## src/rtl/ahb2apb_bridge_v2_pkg.sv

```systemverilog
// Shared types and constants for the AHB-Lite to APB4 bridge.
// Holds the FSM state encoding, the HTRANS codes and the AHB-to-APB protection mapping.
package ahb_apb_pkg;

  typedef enum logic [2:0] {
    ST_IDLE   = 3'd0,
    ST_WAIT   = 3'd1,
    ST_SETUP  = 3'd2,
    ST_ACCESS = 3'd3,
    ST_ERR1   = 3'd4,
    ST_ERR2   = 3'd5
  } state_t;

  localparam logic [1:0] HTRANS_IDLE   = 2'b00;
  localparam logic [1:0] HTRANS_BUSY   = 2'b01;
  localparam logic [1:0] HTRANS_NONSEQ = 2'b10;
  localparam logic [1:0] HTRANS_SEQ    = 2'b11;

  localparam int IDX_BITS = 4;

  // hprot[0]=data, hprot[1]=privileged -> pprot = {instruction, secure(0), privileged}
  function automatic logic [2:0] ahb_to_pprot(input logic [1:0] hprot_lo);
    return {~hprot_lo[0], 1'b0, hprot_lo[1]};
  endfunction

endpackage

```

## src/rtl/ahb2apb_bridge_v2_apb_rsp_mux.sv

```systemverilog
// Selects PREADY/PSLVERR/PRDATA of the addressed APB slave.
// Slave indices at or above PSLV_NUM select nothing and return zeros.
module apb_rsp_mux
  import ahb_apb_pkg::*;
#(
  parameter int PSLV_NUM   = 5,
  parameter int DATA_WIDTH = 32
) (
  input  logic [IDX_BITS-1:0]            idx,
  input  logic [PSLV_NUM-1:0]            pready_i,
  input  logic [PSLV_NUM-1:0]            pslverr_i,
  input  logic [PSLV_NUM*DATA_WIDTH-1:0] prdata_i,
  output logic                           sel_pready,
  output logic                           sel_pslverr,
  output logic [DATA_WIDTH-1:0]          sel_prdata
);

  // AND-OR select so an out-of-range index can never alias another slave
  always_comb begin
    sel_pready  = 1'b0;
    sel_pslverr = 1'b0;
    sel_prdata  = {DATA_WIDTH{1'b0}};
    for (int k = 0; k < PSLV_NUM; k++) begin
      sel_pready  = sel_pready  | (pready_i[k]  & (idx == IDX_BITS'(k)));
      sel_pslverr = sel_pslverr | (pslverr_i[k] & (idx == IDX_BITS'(k)));
      sel_prdata  = sel_prdata  |
                    (prdata_i[k*DATA_WIDTH +: DATA_WIDTH] & {DATA_WIDTH{idx == IDX_BITS'(k)}});
    end
  end

endmodule

```

## src/rtl/ahb2apb_bridge_v2.sv

```systemverilog
// AHB-Lite slave to APB4 master bridge with base/slave decode, error responses
// and a PREADY timeout; the APB side advances only on pclken-qualified edges.
module ahb2apb_bridge_v2
  import ahb_apb_pkg::*;
#(
  parameter int                     HADDR_WIDTH = 32,
  parameter int                     PADDR_WIDTH = 16,
  parameter int                     DATA_WIDTH  = 32,
  parameter int                     PSLV_NUM    = 5,
  parameter logic [HADDR_WIDTH-1:0] BASE_ADDR   = 32'h4000_0000,
  parameter int                     TIMEOUT_CYC = 256
) (
  input  logic                           hclk,
  input  logic                           hreset,
  input  logic                           pclken,
  input  logic                           hsel,
  input  logic [HADDR_WIDTH-1:0]         haddr,
  input  logic [1:0]                     htrans,
  input  logic                           hwrite,
  input  logic [2:0]                     hsize,
  input  logic [3:0]                     hprot,
  input  logic [DATA_WIDTH-1:0]          hwdata,
  input  logic [DATA_WIDTH/8-1:0]        hwstrb,
  input  logic                           hready_i,
  output logic                           hready_o,
  output logic                           hresp_o,
  output logic [DATA_WIDTH-1:0]          hrdata_o,
  output logic [PADDR_WIDTH-1:0]         paddr,
  output logic [PSLV_NUM-1:0]            psel,
  output logic                           penable,
  output logic                           pwrite,
  output logic [DATA_WIDTH-1:0]          pwdata,
  output logic [DATA_WIDTH/8-1:0]        pstrb,
  output logic [2:0]                     pprot,
  input  logic [PSLV_NUM-1:0]            pready_i,
  input  logic [PSLV_NUM*DATA_WIDTH-1:0] prdata_i,
  input  logic [PSLV_NUM-1:0]            pslverr_i
);

  localparam int STRB_W  = DATA_WIDTH / 8;
  localparam int TAG_LSB = PADDR_WIDTH + IDX_BITS;
  localparam int CNT_W   = (TIMEOUT_CYC > 1) ? $clog2(TIMEOUT_CYC) : 1;
  localparam logic [CNT_W-1:0] TO_LAST = CNT_W'((TIMEOUT_CYC > 0) ? TIMEOUT_CYC - 1 : 0);

  state_t                  state_r, state_nxt_s;
  logic [IDX_BITS-1:0]     idx_r, haddr_idx_s;
  logic [PADDR_WIDTH-1:0]  addr_r;
  logic                    hwrite_r;
  logic [1:0]              hprot_r;
  logic [CNT_W-1:0]        tcnt_r;
  logic                    xfer_req_s, accept_s, mapped_s;
  logic                    sel_pready_s, sel_pslverr_s, timeout_s;
  logic [DATA_WIDTH-1:0]   sel_prdata_s;
  logic                    capture_s, setup_ld_s, access_ld_s, done_s, abort_s;
  logic                    hready_nxt_s, hresp_nxt_s;
  logic [PSLV_NUM-1:0]     psel_onehot_s;
  logic                    unused_s;

  assign unused_s    = ^{hsize, hprot[3:2]};
  assign haddr_idx_s = haddr[PADDR_WIDTH +: IDX_BITS];
  assign mapped_s    = (haddr[HADDR_WIDTH-1:TAG_LSB] == BASE_ADDR[HADDR_WIDTH-1:TAG_LSB]) &&
                       ({1'b0, haddr_idx_s} < (IDX_BITS+1)'(PSLV_NUM));
  assign accept_s    = hsel & hready_i & xfer_req_s;
  assign timeout_s   = (TIMEOUT_CYC != 0) && pclken && !sel_pready_s && (tcnt_r == TO_LAST);

  apb_rsp_mux #(.PSLV_NUM(PSLV_NUM), .DATA_WIDTH(DATA_WIDTH)) u_rsp_mux (
    .idx         (idx_r),
    .pready_i    (pready_i),
    .pslverr_i   (pslverr_i),
    .prdata_i    (prdata_i),
    .sel_pready  (sel_pready_s),
    .sel_pslverr (sel_pslverr_s),
    .sel_prdata  (sel_prdata_s)
  );

  // Only NONSEQ/SEQ start a transfer; IDLE/BUSY are ignored
  always_comb begin
    case (htrans)
      HTRANS_NONSEQ, HTRANS_SEQ: xfer_req_s = 1'b1;
      HTRANS_IDLE, HTRANS_BUSY:  xfer_req_s = 1'b0;
      default:                   xfer_req_s = 1'b0;
    endcase
  end

  // Decode the latched slave index into the one-hot PSEL pattern
  always_comb begin
    psel_onehot_s = {PSLV_NUM{1'b0}};
    for (int k = 0; k < PSLV_NUM; k++) psel_onehot_s[k] = (idx_r == IDX_BITS'(k));
  end

  // FSM state register
  always_ff @(posedge hclk) begin
    if (hreset) state_r <= ST_IDLE;
    else        state_r <= state_nxt_s;
  end

  // FSM next-state logic
  always_comb begin
    state_nxt_s = state_r;
    case (state_r)
      ST_IDLE, ST_ERR2: begin
        if (accept_s && mapped_s) state_nxt_s = ST_WAIT;
        else if (accept_s)        state_nxt_s = ST_ERR1;
        else                      state_nxt_s = ST_IDLE;
      end
      ST_WAIT: begin
        if (pclken) state_nxt_s = ST_SETUP;
        else        state_nxt_s = ST_WAIT;
      end
      ST_SETUP: begin
        if (pclken) state_nxt_s = ST_ACCESS;
        else        state_nxt_s = ST_SETUP;
      end
      ST_ACCESS: begin
        if (pclken && sel_pready_s) state_nxt_s = sel_pslverr_s ? ST_ERR1 : ST_IDLE;
        else if (timeout_s)         state_nxt_s = ST_ERR1;
        else                        state_nxt_s = ST_ACCESS;
      end
      ST_ERR1: state_nxt_s = ST_ERR2;
      default: state_nxt_s = ST_IDLE;
    endcase
  end

  // FSM outputs: datapath load strobes and the next AHB handshake values
  always_comb begin
    capture_s   = 1'b0;
    setup_ld_s  = 1'b0;
    access_ld_s = 1'b0;
    done_s      = 1'b0;
    abort_s     = 1'b0;
    case (state_r)
      ST_IDLE, ST_ERR2: capture_s   = accept_s;
      ST_WAIT:          setup_ld_s  = pclken;
      ST_SETUP:         access_ld_s = pclken;
      ST_ACCESS: begin
        done_s  = pclken & sel_pready_s;
        abort_s = timeout_s;
      end
      default:          capture_s   = 1'b0;
    endcase
    hready_nxt_s = (state_nxt_s == ST_IDLE) || (state_nxt_s == ST_ERR2);
    hresp_nxt_s  = (state_nxt_s == ST_ERR1) || (state_nxt_s == ST_ERR2);
  end

  // ACCESS-phase pclken pulse counter, cleared on entry to ACCESS
  always_ff @(posedge hclk) begin
    if (hreset)                                  tcnt_r <= {CNT_W{1'b0}};
    else if (access_ld_s)                        tcnt_r <= {CNT_W{1'b0}};
    else if ((state_r == ST_ACCESS) && pclken)   tcnt_r <= tcnt_r + CNT_W'(1);
    else                                         tcnt_r <= tcnt_r;
  end

  // Address-phase capture, APB drive and AHB response registers
  always_ff @(posedge hclk) begin
    if (hreset) begin
      addr_r   <= {PADDR_WIDTH{1'b0}};
      idx_r    <= {IDX_BITS{1'b0}};
      hwrite_r <= 1'b0;
      hprot_r  <= 2'b00;
      psel     <= {PSLV_NUM{1'b0}};
      penable  <= 1'b0;
      paddr    <= {PADDR_WIDTH{1'b0}};
      pwrite   <= 1'b0;
      pwdata   <= {DATA_WIDTH{1'b0}};
      pstrb    <= {STRB_W{1'b0}};
      pprot    <= 3'b000;
      hrdata_o <= {DATA_WIDTH{1'b0}};
      hready_o <= 1'b1;
      hresp_o  <= 1'b0;
    end else begin
      hready_o <= hready_nxt_s;
      hresp_o  <= hresp_nxt_s;
      if (capture_s) begin
        addr_r   <= haddr[PADDR_WIDTH-1:0];
        idx_r    <= haddr_idx_s;
        hwrite_r <= hwrite;
        hprot_r  <= hprot[1:0];
      end
      // hwdata is held by the master while hready_o is low, so it is sampled live here
      if (setup_ld_s) begin
        psel    <= psel_onehot_s;
        penable <= 1'b0;
        paddr   <= addr_r;
        pwrite  <= hwrite_r;
        pwdata  <= hwdata;
        pstrb   <= hwrite_r ? hwstrb : {STRB_W{1'b0}};
        pprot   <= ahb_to_pprot(hprot_r);
      end
      if (access_ld_s) penable <= 1'b1;
      if (done_s || abort_s) begin
        psel    <= {PSLV_NUM{1'b0}};
        penable <= 1'b0;
      end
      if (done_s && !hwrite_r && !sel_pslverr_s) hrdata_o <= sel_prdata_s;
    end
  end

endmodule

```

## config.mk

```make
export PLATFORM = sky130hd
export DESIGN_NAME = ahb2apb_bridge_v2
export DESIGN_NICKNAME = d
export VERILOG_FILES = /design/src/rtl/ahb2apb_bridge_v2_pkg.sv /design/src/rtl/ahb2apb_bridge_v2_apb_rsp_mux.sv /design/src/rtl/ahb2apb_bridge_v2.sv
export SDC_FILE = /design/constraint.sdc
export NUM_CORES = 1
export LEC_CHECK = 0
export CAP_MARGIN = 20
export CORE_AREA = 2 2 137 139
export CTS_BUF_LIST = sky130_fd_sc_hd__clkbuf_8
export CTS_CLUSTER_SIZE = 12
export DETAILED_ROUTE_END_ITERATION = 10
export DIE_AREA = 0 0 139 141
export GPL_TIMING_DRIVEN = 0
export PLACE_DENSITY = 0.69
export SLEW_MARGIN = 10
export SYNTH_ARGS = -nofsm -noshare
export SYNTH_HDL_FRONTEND = slang
export SYNTH_SLANG_ARGS = --single-unit
```

## constraint.sdc

```tcl
create_clock -name hclk -period 3.3 [get_ports hclk]
set_input_delay 0.66 -clock hclk [delete_from_list [all_inputs] [get_ports hclk]]
set_output_delay 0.66 -clock hclk [all_outputs]
set_load 0.1 [all_outputs]
```

### Yosys cells after proc, flatten, opt, wreduce, memory -nomap -nowiden

Cells that the tools add are included.

| operators by class | value |
|---|---|
| multipliers | 0 |
| order comparisons | 1 |
| eq/ne operators | 16 |
| bitwise gates (word level) | 31 |
| div/mod/pow operators | 0 |
| $add $sub $neg | 1 |
| reduce and logical (&&, ||, !) cells | 24 |
| shift-type cells | 0 |
| muxes and demuxes | 17 |

Operator list:

| kind | count |
|---|---|
| $and A32 B32 Y32 | 5 |
| $or A32 B32 Y32 | 4 |
| $mux W3 | 5 |
| $pmux W3 S5 | 1 |
| $and A1 B1 Y1 | 13 |
| $eq A12 B11 Y1 const B | 1 |
| $eq A3 B3 Y1 const B | 4 |
| $reduce_or A2 Y1 | 5 |
| $add A8 B1 Y8 const B | 1 |
| $eq A4 B2 Y1 const B | 2 |
| $eq A8 B8 Y1 const B | 1 |
| $logic_and A1 B1 Y1 | 8 |
| $mux W1 | 8 |
| $or A1 B1 Y1 | 8 |
| $eq A3 B2 Y1 const B | 2 |
| $logic_not A3 Y1 | 2 |
| $eq A2 B2 Y1 const B | 2 |
| $eq A4 B1 Y1 const B | 1 |
| $eq A4 B3 Y1 const B | 1 |
| $logic_not A4 Y1 | 1 |
| $lt A4 B3 Y1 const B | 1 |
| $mux W4 | 1 |
| $eq A3 B1 Y1 const B | 1 |
| $logic_not A1 Y1 | 3 |
| 7 further kinds | 9 |

| storage, ports and cells | value |
|---|---|
| word-level logic and storage cells | 106 |
| bits in latches | 0 |
| ROM bits | 0 |
| memories kept | 0 |
| memory bits (writable) | 0 |
| register bits after elaboration | 129 |

### Depth between registers and ports, before layout

Gate-level depths: netlist (run 1).

| depth | value |
|---|---|
| depth after elaboration | 14 |
| mapped depth | 9 |
| depth with buffers taken out | 6 |

### By module

From an unflattened synthesis (run 1), not the netlist that was laid out.

| unflattened totals | value |
|---|---|
| cells, all modules | 781 |
| area total of the unflattened synthesis | 6287.3 sq um |

Modules (own cells, without submodules):

| module | instances | seq. area each (sq um) | cells each | area an instance (sq um) |
|---|---|---|---|---|
| ahb2apb_bridge_v2 | 1 | 2582.5 | 600 | 4805.9 |
| apb_rsp_mux | 1 | 0.0 | 181 | 1481.4 |

### Worst setup path before layout (run 1)

No wires, ideal clock.

| timing path | value |
|---|---|
| path type | input port to flip-flop |
| start point | input haddr[23] |
| end point | register hready_o |
| path buffers | 0 |
| data required time | 3239 ps |
| arrival time | 2198 ps |
| path slack | 1041 ps |
| stages on the path | 5 |
| path through | or4_4 or4b_1 o21ai_1 nor4b_4 a311o_1 |

| on the way | value |
|---|---|
| cells in the longest elaborated chain, start to end | 7 |
| elaborated cells between the ends (all ways) | 8 |

RTL lines:

| what | RTL line | RTL |
|---|---|---|
| start, declared | ahb2apb_bridge_v2.sv:17 | `input logic [HADDR_WIDTH-1:0] haddr,` |
| $eq A12 B11 Y1 (*) | ahb2apb_bridge_v2.sv:61 | `assign mapped_s = (haddr[HADDR_WIDTH-1:TAG_LSB] == BASE_ADDR[HADDR_WIDTH-1:TAG_LSB]) &&` |
| $logic_and A1 B1 Y1 (*) | ahb2apb_bridge_v2.sv:61 |  |
| $logic_and A1 B1 Y1 (*) | ahb2apb_bridge_v2.sv:102 | `if (accept_s && mapped_s) state_nxt_s = ST_WAIT;` |
| $mux W3 (*) | ahb2apb_bridge_v2.sv:102 |  |
| $pmux W3 S5 (*) | ahb2apb_bridge_v2.sv:100 | `case (state_r)` |
| $eq A3 B3 Y1 / $logic_not A3 Y1 (equally long branches) | ahb2apb_bridge_v2.sv:141 | `hready_nxt_s = (state_nxt_s == ST_IDLE) \|\| (state_nxt_s == ST_ERR2);` |
| $logic_or A1 B1 Y1 (*) | ahb2apb_bridge_v2.sv:141 |  |
| end signal, assigned | ahb2apb_bridge_v2.sv:171 | `hready_o <= hready_nxt_s;` |
| end, declared | ahb2apb_bridge_v2.sv:25 | `output logic hready_o,` |

Mark *: on every way between the ends. The rest lies on a longest branch, timed or not.
A chain may end at the register's enable or synchronous reset.

### Worst setup path after layout (run 1)

| timing path | value |
|---|---|
| start point | input pclken |
| end point | register psel[4] |

| on the way | value |
|---|---|
| cells in the longest elaborated chain, start to end | 5 |
| elaborated cells between the ends (all ways) | 8 |

RTL lines:

| what | RTL line | RTL |
|---|---|---|
| start, declared | ahb2apb_bridge_v2.sv:15 | `input logic pclken,` |
| $logic_and A1 B1 Y1 (2 in a row) | ahb2apb_bridge_v2.sv:64 | `assign timeout_s = (TIMEOUT_CYC != 0) && pclken && !sel_pready_s && (tcnt_r == TO_LAST);` |
| $mux W1 | ahb2apb_bridge_v2.sv:131 | `case (state_r)` |
| $logic_or A1 B1 Y1 | ahb2apb_bridge_v2.sv:190 | `if (done_s \|\| abort_s) begin` |
| $reduce_or A2 Y1 (no line) | n/a |  |
| end signal, assigned | ahb2apb_bridge_v2.sv:160 | `psel <= {PSLV_NUM{1'b0}};` |
| end signal, assigned | ahb2apb_bridge_v2.sv:181 | `psel <= psel_onehot_s;` |
| end signal, assigned | ahb2apb_bridge_v2.sv:191 | `psel <= {PSLV_NUM{1'b0}};` |
| end, declared | ahb2apb_bridge_v2.sv:29 | `output logic [PSLV_NUM-1:0] psel,` |

Parallel ways exist; a longest one is shown, timed or not.

==> impl_metrics.csv, run 1 <==
group,metric,value,unit
placed_design,place_inst,1275,
hold_path,min_path_type,"reg -> reg",
timing,timing.final.crit_share,81.9,%
power,peakVddDrop,238,uV
setup_path,critPathKind,"in -> reg",
timing,fin_setup_tns,0,ns
synth,synth_seq_area_share,42.5,%
power,powerDensity,357,nW/um^2
floorplanning,start_util,33.2,%
synth,synthArstFlopShare,0,%
clock_tree,htreeDepth,4,
setup_path,r2r_cells,8,
setup_path,critPathMaxFanout,10,
finish,layoutNonFillerInstCount,1306,
setup_path,r2r_start,"idx_r[2]",
timing,worst_pin_slew,1.16,ns
clock_tree,cts_max_path_buffers,2,
clock_tree,clk_pin_slew,0.08,ns
timing,setup_viol,0,
floorplanning,io_pins,349,
placed_design,dp_hpwl,17900,um
synth,synthesis.area,6070,um^2
route,vias,6404,
route,drtAntennaViolNets,0,
placed_design,portBuffers,340,
setup_path,end_kind,"register",
clock_tree,cts_buffers,17,
synth,synth_edf_count,0,
timing,final_hold_viol_count,0,
hold_path,whs_path_depth,2,
power,total_power,3620,uW
finish,fin_util,55.5,%
placed_design,gp_congestion,0.864,
setup_path,worstPathArrival,3.07,ns
timing,maxSlewViolCount,0,
finish,mostFrequentLayoutCells,"clkdlybuf4s50_1, nand2_1, dfxtp_1",
status,status,"finished clean",
timing,fmax,370,MHz
floorplanning,rows,50,
clock_tree,clk_latency,0.44,ns
global_routing,grt_max_degree,17,
synth,yosys-top-cells-area,"dfxtp_1, mux2i_1, nand2_1",
synth,synth.top_cell.area_share,42.5,%
synth,synth_cell_types,47,
global_routing,grt_first_pass_wirelength,35100,um
setup_path,r2r-end,"hrdata_o[12]",
synth,synth_fp_nets,955,
finish,diodes,0,
timing,rsz0062_at_grt,"no",
finish,final_common_cell,"clkdlybuf4s50_1",
clock_tree,cts_tree,"done",
clock_tree,cts_setup_buffers,0,
global_routing,grt_pass1_vias,6306,
synth,syn_inst,701,
synth,synth_warnings,0,
global_routing,grt_overflow_total,0,
clock_tree,hold_buffers,0,
global_routing,track_usage,22.9,%
timing,finalCriticalPeriod,2.70,ns
synth,syn_area_per_cell,8.66,um^2
route,drc_errors,0,
floorplanning,dieHeight,141,um
timing,holdWs,0.449,ns
timing,slew_headroom,22.3,%
route,drt_iter0_drc,288,
route,drt-wirelength-per-cell,17.7,um
synth,synth_flop_cell,"dfxtp_1",
setup_path,cp.required,3.67,ns
timing,finClkSkew,0.0126,ns
power,power_leakage,0.00338,uW
finish,nNetsFinal,1314,
setup_path,start_kind,"input port",
floorplanning,fp.coreArea,18300,um^2
clock_tree,cts_resized,0,
floorplanning,dieArea,19600,um^2
hold_path,min_from,"addr_r[1]",
job,cap_violations,0,
finish,area_growth_syn_to_layout,67.0,%
clock_tree,cts_sinks,129,
route,first_pass_iters,5,
finish,drive_above_1_share,8.68,%
global_routing,antenna_found_initial,0,
hold_path,holdPathEnd,"paddr[1]",
synth,synth.largest_area_cell,"dfxtp_1",
setup_path,rrSetupSlack,0.66,ns
route,wl,23100,um
clock_tree,root_buffer,"clkbuf_8",
route,via_per_inst,4.90,
synth,ys_ff_latch,129,
floorplanning,die_x,139,um
==> metal layers <==
metal	vias up	global-route usage (%)	wire length, um
met5	-	0	0
met4	0	7.07	524
met3	30	6.52	1320
met2	211	37.5	11100
met1	2958	29.4	10100
li1	3205	-	-
==> critical path: stages <==
cell and delay (ns):
clkdlybuf4s50_1 0.60, nand3b_1 0.23, nor2_1 0.38, clkbuf_1 0.48
buf_1 0.46, nand2_1 0.11, a21oi_1 0.15
==> cells by family after synthesis <==
logic type               synth area share (%)
multiplexers                             9.73
XOR/XNOR                                0.866
other                                  0.0618
adder cells (fa/ha/maj)                 0.206
flip-flops                               42.5
buffers and inverters                    5.15
AND/OR/NAND/NOR                          17.7
AO/OA/AOI/OAI                            23.7
==> cell type report <==
type / instances / area, um^2
clock buffer: 18 / 248
clock inverter: 13 / 124
fill: 1713 / 8130
multi-input combinational: 507 / 3170
buffer: 64 / 309
inverter: 1 / 3.75
timing repair buffer: 340 / 3400
sequential: 129 / 2580
tap: 234 / 293
==> cell usage after synthesis, types with 2 or more instances <==
library cell,number
nand2_1,148
xor2_1,4
nor4b_2,4
mux2i_1,59
a211oi_2,30
buf_4,4
nand3_1,7
nor2_1,40
a211oi_1,3
buf_2,13
nand3b_1,4
dfxtp_1,129
buf_1,3
o21ai_1,4
o21ai_0,34
nand4_1,3
xnor2_1,2
or3_1,3
buf_6,5
nor3b_1,3
clkbuf_1,39
and2_1,3
a21oi_1,96
nor3_1,7
a221oi_1,32
==> per-stage QoR <==
step | worst slack (ns) | instance area (um^2)
floorplan | 1.04 | 6070
global placement | 0.236 | 9770
detailed placement | 0.213 | 9770
CTS | 0.606 | 10100
global route | 0.460 | 10100
finish | 0.597 | 10100
==> sequential cells by signal, indices dropped and copies added (netlist names) <==
signal / cells
pprot: 2
state_r: 3
pwrite: 1
hready_o: 1
hwrite_r: 1
addr_r: 16
hresp_o: 1
pwdata: 32
pstrb: 4
psel: 5
paddr: 16
tcnt_r: 8
idx_r: 4
hrdata_o: 32
hprot_r: 2
penable: 1
==> worst max-delay path by stage <==
stage,endpoint,cells after the start,start
global placement,pprot[0],7,pclken
floorplan,hready_o,5,haddr[23]
finish,psel[4],7,pclken
detailed placement,paddr[15],7,pclken
global route,hrdata_o[30],8,idx_r[0]
CTS,hrdata_o[14],1,hrdata_o[14]
==> power by group <==
part / switching, uW / internal, uW
sequential: 13.1 / 1580
clock: 617 / 674
combinational: 350 / 382
total: 980 / 2640
(Power assumes the default switching activity.)
==> inputs of run 2 (changes only) <==
CORE_AREA = 2 2 134 136   (was 2 2 137 139)
DIE_AREA = 0 0 136 138   (was 0 0 139 141)
PLACE_DENSITY = 0.72   (was 0.69)
clock period = 2.5 ns   (was 3.3 ns; I/O delays follow)
==> impl_metrics.csv, run 2 (synthesized netlist as in run 1, its figures left out) <==
group,metric,value,unit
status,status,"finished clean",
clock_tree,cts_sinks,129,
setup_path,crit_family,"buffers and inverters",
finish,diodes,0,
global_routing,grt_max_degree,17,
setup_path,critPathMaxFanout,2,
timing,worst_pin_slew,1.04,ns
finish,nNetsFinal,1313,
power,powerDensity,491,nW/um^2
timing,finalCriticalPeriod,2.47,ns
global_routing,grt_overflow_total,0,
power,peakVddDrop,350,uV
timing,timing.final.crit_share,98.6,%
setup_path,end_kind,"primary output",
setup_path,worstPathBufferInverterCount,1,
job,cap_violations,0,
hold_path,min_path_type,"reg -> reg",
global_routing,grt_first_pass_wirelength,34400,um
global_routing,antenna_found_initial,1,
route,vias,6366,
route,drtAntennaViolNets,0,
floorplanning,fp.coreArea,17500,um^2
floorplanning,die_x,136,um
clock_tree,cts_setup_buffers,0,
placed_design,placed_cell_area,9760,um^2
clock_tree,htreeDepth,4,
timing,rsz0062_at_grt,"no",
power,power_leakage,0.00380,uW
route,via_per_inst,4.89,
floorplanning,dieArea,18800,um^2
floorplanning,io_pins,349,
finish,mostFrequentLayoutCells,"clkdlybuf4s50_1, nand2_1, dfxtp_1",
timing,maxSlewViolCount,0,
finish,fin_util,58.5,%
global_routing,grt_pass1_vias,6464,
setup_path,cp_slowest_cell,"clkdlybuf4s50_1",
finish,area_growth_syn_to_layout,68.9,%
floorplanning,dieHeight,138,um
route,drt_iter0_drc,336,
timing,final_hold_viol_count,0,
timing,finClkSkew,0.00782,ns
clock_tree,cts_tree,"done",
setup_path,worstPathArrival,1.97,ns
route,first_pass_iters,5,
route,wl,22100,um
setup_path,critPathKind,"reg -> out",
setup_path,cpPeakStageDelay,1.18,ns
route,drc_errors,0,
placed_design,portBuffers,340,
timing,fmax,406,MHz
setup_path,cp.required,2.00,ns
floorplanning,rows,49,
setup_path,path_cells,"clkdlybuf4s50_1",
timing,slew_headroom,30.3,%
clock_tree,root_buffer,"clkbuf_8",
finish,final_area,10300,um^2
global_routing,track_usage,23.4,%
timing,setup_viol,0,
placed_design,gp_congestion,0.874,
finish,final_common_cell,"clkdlybuf4s50_1",
clock_tree,cts_max_path_buffers,2,
floorplanning,start_util,34.6,%
setup_path,start_kind,"register",
finish,top_regs,"hrdata_o (32), pwdata (32)",
route,drt-wirelength-per-cell,17.0,um
finish,drive_above_1_share,9.14,%
clock_tree,clk_pin_slew,0.08,ns
clock_tree,cts_buffers,17,
clock_tree,clk_latency,0.45,ns
placed_design,dp_hpwl,17400,um
run 2: routing by layer:
layer  routed length [um]  global-route usage [%]
met5                    7                       0
met4                  434                    7.73
met3                 1580                    7.11
met2                10600                    38.0
met1                 9450                    29.6
run 2: cell type report:
class / count / area, um^2
clock inverters: 14 / 189
plain buffers: 63 / 307
multi-input cells: 507 / 3200
flip-flops and latches: 129 / 2580
repair buffers: 340 / 3440
clock buffers: 18 / 248
inverters: 1 / 3.75
well taps: 229 / 287
fillers: 1647 / 7280
run 2: final timing paths:
check	startpoint	end	slack, ns	cells past startpoint
worst max register to register	idx_r[2]	hrdata_o[27]	0.19	8
worst min-delay path	addr_r[8]	paddr[8]	0.45	2
worst max-delay path	hrdata_o[27]	hrdata_o[27]	0.03	1
worst min register to register	addr_r[8]	paddr[8]	0.45	2
run 2: power breakdown:
part	internal [uW]	switching, uW
logic	505	458
clock network	1110	861
registers	2090	17.6
total	3700	1340
run 2: stage by stage:
stage | setup TNS (ns) | total power (uW) | cells | worst slack (ns) | hold slack [ns]
after floorplan | 0 | 2590 | 701 | 0.401 | 0.413
after global placement | -12.94 | 3110 | 1270 | -0.452 | 0.438
after detailed placement | -12.38 | 3110 | 1270 | -0.412 | 0.445
after CTS | 0 | 5080 | 1302 | 0.00231 | 0.451
after global routing | 0 | 5230 | 1301 | 0.000440 | 0.474
final | 0 | 5040 | 1301 | 0.0342 | 0.453
run 2: what timing repair did:
action,CTS,global route
cloned,0,0
resized for setup,10,23
hold buffers,0,0
setup endpoints to repair,29,41
pin swaps,0,0
run 2: tightest hold or removal path: stages, from the launching register on:
cell	delay, ns
dfxtp_1	0.31
nand2_1	0.05
a21oi_1	0.05
